[config.mk]
export PLATFORM = sky130hd
export DESIGN_NAME = hazard_forward_ctrl
export DESIGN_NICKNAME = d
export VERILOG_FILES = /design/src/rtl/hazard_forward_ctrl.sv
export SDC_FILE = /design/constraint.sdc
export NUM_CORES = 1
export LEC_CHECK = 0
export BUFFER_PORTS_ARGS = -buffer_cell sky130_fd_sc_hd__buf_4
export CAP_MARGIN = 5
export CORE_ASPECT_RATIO = 1.25
export CORE_MARGIN = 8
export CORE_UTILIZATION = 45
export CTS_BUF_LIST = sky130_fd_sc_hd__clkbuf_16
export DETAILED_ROUTE_END_ITERATION = 10
export PLACE_DENSITY_LB_ADDON = 0.2
export SYNTH_ARGS = -nofsm -noshare
export SYNTH_HDL_FRONTEND = slang
export SYNTH_SLANG_ARGS = --single-unit
[constraint.sdc]
create_clock -name clk -period 2.6 [get_ports clk]
set_clock_uncertainty 0.1 [all_clocks]
set_input_delay 0.52 -clock clk [delete_from_list [all_inputs] [get_ports clk]]
set_output_delay 0.52 -clock clk [all_outputs]
set_load 0.1 [all_outputs]
[src/rtl/hazard_forward_ctrl.sv]
// Hazard/forwarding controller for the 5-stage pipeline: operand forwarding,
// load-use stall FSM with configurable latency, branch flush and profiling counters.
module hazard_forward_ctrl #(
  parameter int unsigned DATA_W   = 24,
  parameter int unsigned REG_AW   = 4,
  parameter int unsigned LOAD_LAT = 1,
  parameter int unsigned CNT_W    = 16,
  parameter bit          ZERO_REG = 1'b1
) (
  input  logic              clk,
  input  logic              rst_n,
  input  logic [REG_AW-1:0] ra,
  input  logic [REG_AW-1:0] rb,
  input  logic [REG_AW-1:0] rd_exmem,
  input  logic [REG_AW-1:0] rd_memwb,
  input  logic [1:0]        op_type_mem,
  input  logic [3:0]        op_code_mem,
  input  logic [1:0]        op_type_wb,
  input  logic [3:0]        op_code_wb,
  input  logic [DATA_W-1:0] alu_result,
  input  logic [DATA_W-1:0] wb_result,
  input  logic              branch_taken,
  input  logic              cnt_clr,
  output logic              fa,
  output logic              fb,
  output logic [DATA_W-1:0] fwd_a,
  output logic [DATA_W-1:0] fwd_b,
  output logic              stall,
  output logic              flush_ifid,
  output logic              flush_idex,
  output logic              flush_exmem,
  output logic [CNT_W-1:0]  stall_cnt,
  output logic [CNT_W-1:0]  flush_cnt
);

  typedef enum logic {IDLE, LD_WAIT} state_t;

  state_t             state_q, state_d;
  logic [3:0]         lcnt_q, lcnt_d;
  logic [CNT_W-1:0]   stall_cnt_q, stall_cnt_d;
  logic [CNT_W-1:0]   flush_cnt_q, flush_cnt_d;

  logic wr_mem, wr_wb, ld_mem;
  logic hit_m_a, hit_m_b, hit_w_a, hit_w_b;
  logic hazard;

  always_comb begin
    wr_mem = !op_type_mem[1] || (op_type_mem == 2'b10 && op_code_mem == 4'h0);
    wr_wb  = !op_type_wb[1]  || (op_type_wb  == 2'b10 && op_code_wb  == 4'h0);
    ld_mem = (op_type_mem == 2'b10) && (op_code_mem == 4'h0);

    hit_m_a = wr_mem && (ra == rd_exmem) && !(ZERO_REG && ra == '0);
    hit_m_b = wr_mem && (rb == rd_exmem) && !(ZERO_REG && rb == '0);
    hit_w_a = wr_wb  && (ra == rd_memwb) && !(ZERO_REG && ra == '0);
    hit_w_b = wr_wb  && (rb == rd_memwb) && !(ZERO_REG && rb == '0);

    fa    = hit_m_a || hit_w_a;
    fb    = hit_m_b || hit_w_b;
    fwd_a = hit_m_a ? alu_result : wb_result;
    fwd_b = hit_m_b ? alu_result : wb_result;

    hazard = ld_mem && (hit_m_a || hit_m_b);
  end

  // stall/flush are combinational so the hazard is held in the very cycle it is seen;
  // rst_n gating keeps them low for the whole reset window.
  always_comb begin
    stall       = rst_n && !branch_taken && ((state_q == LD_WAIT) || hazard);
    flush_ifid  = rst_n && branch_taken;
    flush_idex  = rst_n && branch_taken;
    flush_exmem = rst_n && branch_taken;
  end

  always_comb begin
    state_d = state_q;
    lcnt_d  = lcnt_q;
    if (branch_taken) begin
      state_d = IDLE;
      lcnt_d  = '0;
    end else begin
      unique case (state_q)
        IDLE: begin
          if (hazard && LOAD_LAT > 1) begin
            state_d = LD_WAIT;
            lcnt_d  = 4'(LOAD_LAT - 1);
          end
        end
        LD_WAIT: begin
          lcnt_d = lcnt_q - 4'd1;
          if (lcnt_q == 4'd1) state_d = IDLE;
        end
        default: state_d = IDLE;
      endcase
    end
  end

  always_comb begin
    stall_cnt_d = stall_cnt_q;
    flush_cnt_d = flush_cnt_q;
    if (cnt_clr) begin
      stall_cnt_d = '0;
      flush_cnt_d = '0;
    end else begin
      if (stall && stall_cnt_q != '1)        stall_cnt_d = stall_cnt_q + CNT_W'(1);
      if (branch_taken && flush_cnt_q != '1) flush_cnt_d = flush_cnt_q + CNT_W'(1);
    end
  end

  always_ff @(posedge clk or negedge rst_n) begin
    if (!rst_n) begin
      state_q     <= IDLE;
      lcnt_q      <= '0;
      stall_cnt_q <= '0;
      flush_cnt_q <= '0;
    end else begin
      state_q     <= state_d;
      lcnt_q      <= lcnt_d;
      stall_cnt_q <= stall_cnt_d;
      flush_cnt_q <= flush_cnt_d;
    end
  end

  assign stall_cnt = stall_cnt_q;
  assign flush_cnt = flush_cnt_q;

endmodule

==> impl_metrics.csv <==
group,metric,value,unit
outcome,outcome,"finished with violations",
outcome,violations,"setup timing",
clock_network,cts-buffers-inserted,5,
timing,maxSlewViolCount,0,
global_route,grt_antenna_before_repair,0,
clock_network,htree_levels,2,
timing,max_freq,0.359,GHz
synthesis,avgSynthCellArea,9.55,µm²
synthesis,synthArstFlopShare,1.00,
layout,nFillCells,332,
global_route,grt_pass1_vias,3623,
timing,worst_pin_slew,0.579,ns
clock_network,root_buffer,"clkbuf_16",
power,irDropWorstVdd,406,µV
hold_path,hold_class,"input port to async pin",
timing,rsz0062_at_grt,"true",
synthesis,synth_ff_type,"dfrtp_1",
floorplanning,row_count,33,
layout,mostFrequentLayoutCell,"buf_4",
timing,period_needed,2.79,ns
global_route,overflow,0,
layout,antenna_cells,0,
timing,min_period_over_period,1.07,
floorplanning,io_pins,166,
drt,ant_nets,0,
drt,routed_via_density,5.89,
synthesis,synth_area,3010,µm²
clock_network,clk_pin_slew,0.05,ns
synthesis,ys_ff_latch,37,
placed_design,port_buffers,165,
setup_path,start_kind,"input port",
clock_network,clock_path_buffers,2,
timing,setup_ws,-0.189,ns
drt,wl_per_cell,25.0,µm
power,p_per_area,396,nW/µm²
drt,drc,0,
placed_design,place_inst,579,
setup_path,critPathCaptureType,"output pin",
floorplanning,initial_utilization,0.461,
floorplanning,die_x,89.1,µm
layout,drive_above_1_share,0.552,
setup_path,rrSetupSlack,0.28,ns
global_route,grt_pass1_wl,20200,µm
timing,finalSetupTns,-7.61,ns
setup_path,cp_data_arrival_time,2.17,ns
timing,finalHoldViolCount,0,
synthesis,netlist_instances,315,
setup_path,cp.required,1.98,ns
clock_network,cts.sinks,37,
layout,area_growth,89.7,%
setup_path,critical_path_class,"input port to output pin",
drt,dr.pass1.iters,4,
synthesis,synth_top_cell_area_share,0.308,
synthesis,yosys-top-cells-area,"dfrtp_1, mux2_2, xor2_1",
synthesis,yosys.area.top_type,"dfrtp_1",
synthesis,synth_edf_count,0,
floorplanning,die_area,9580,µm²
power,p_leak,2.75,nW
setup_path,reg2regPathDepth,5,
layout,layout_common_cells,"buf_4, buf_12, mux2_4, dfrtp_1, nor2_1",
synthesis,ys_seq_area_frac,0.308,
layout,finalNonFillerCells,594,
synthesis,synthDistinctLibCells,43,
timing,setup_viol,50,
flow_run,maxCapViolCount,0,
layout,nets,590,
clock_network,cts_tree,"built",
clock_network,clk_latency,0.29,ns
synthesis,syn_nets,399,
drt,num_vias,3496,
floorplanning,core,6520,µm²
synthesis,yosysWarnings,0,
layout,final_util,0.875,
global_route,track_usage,0.282,
floorplanning,die_h,107,µm
timing,maxSlewHeadroom,0.613,
setup_path,worst-path-max-fanout,8,
placed_design,place_hpwl,8770,µm
drt,routed_wl,14900,µm
global_route,grt_max_degree,42,
drt,drtIter0Drc,214,
placed_design,gp_congestion,1.03,
-- worst max-delay path: stages --
cell and delay [ns]:
buf_6 0.09, or4_4 0.55, nand3_4 0.10, a21oi_2 0.05, nand3_4 0.15, buf_8 0.18
mux2_4 0.34, buf_12 0.17
-- layout make-up --
class / instances / area (µm²) / area share
clock inverter: 3 / 13.8 / 0.00241
sequential: 37 / 930 / 0.163
tap: 87 / 109 / 0.0191
clock buffer: 5 / 125 / 0.0219
timing repair buffer: 200 / 2240 / 0.392
multi-input combinational: 259 / 2280 / 0.400
inverter: 3 / 11.3 / 0.00197
-- power by group --
part	total (W)	switching, W	internal (W)
registers	0.000584	0.00000472	0.000579
logic	0.00109	0.000662	0.000429
clock network	0.000584	0.000236	0.000348
-- cells in the mapped netlist (2+ instances only) --
cell type	number
xor2_1	17
inv_1	3
and3_1	4
mux2i_1	2
nor2_1	33
mux2_2	48
and4_1	7
ha_1	4
o2111ai_1	3
nand2_1	11
nand4_1	21
o31a_1	3
buf_4	3
nand3_2	2
buf_2	5
o21ba_1	3
clkbuf_1	5
dfrtp_1	37
nand2b_1	4
nor4_2	2
a21oi_1	7
nand3_1	11
nor4_1	6
buf_1	2
xnor2_1	16
o211ai_1	2
nor2b_1	9
a211oi_1	2
or4_1	8
nor3_1	8
o21ai_0	6
o31ai_1	4
mux2_1	7
-- per-stage QoR --
| step | hold slack (ns) | power (W) | area (µm²) | setup slack (ns) |
|---|---|---|---|---|
| after floorplan | 0.124 | 0.00117 | 3150 | -0.113 |
| after global placement | 0.281 | 0.00142 | 4640 | -0.217 |
| after detailed placement | 0.281 | 0.00144 | 4640 | -0.254 |
| after CTS | 0.114 | 0.00218 | 5520 | -0.147 |
| after global routing | 0.128 | 0.00232 | 5710 | -0.242 |
| final | 0.121 | 0.00226 | 5710 | -0.189 |
-- flip-flops by register name (all words and copies together), names as in the netlist --
| signal | count |
|---|---|
| flush_cnt | 16 |
| lcnt_q | 4 |
| stall_cnt | 16 |
| state_q | 1 |
-- path summary, 6_finish.rpt --
path,from,to
max in group asynchronous,rst_n,stall_cnt[0]
min in group clk,branch_taken,lcnt_q[3]
worst min register to register,lcnt_q[3],lcnt_q[3]
worst min-delay path,rst_n,flush_cnt[1]
worst max register to register,stall_cnt[9],stall_cnt[13]
worst max-delay path,rb[3],fwd_b[13]
-- layer usage --
layer / global-route usage / share of wire / up-vias
met5: 0 / 0 / -
met1: 0.279 / 0.33 / 1695
met2: 0.526 / 0.53 / 189
met3: 0.0634 / 0.063 / 59
met4: 0.143 / 0.073 / 0
li1: - / - / 1553
-- timing repair --
item                                    in CTS  in global routing
hold buffers                                 1                  0
endpoints found under the setup margin      48                 51
pin swaps                                    5                  4
resized for setup                          152                 42
setup buffers                                4                  0
cloned                                       2                  0
endpoints found under the hold margin       10                  0
-- kinds of logic after synthesis --
group	Yosys count	synth area share
AND/OR/NAND/NOR	132	0.256
multiplexers	57	0.212
flip-flops	37	0.308
AO/OA/AOI/OAI	33	0.0794
XOR/XNOR	33	0.0960
buffers and inverters	19	0.0320
adder cells (fa/ha/maj)	4	0.0166
(Power assumes the default switching activity.)
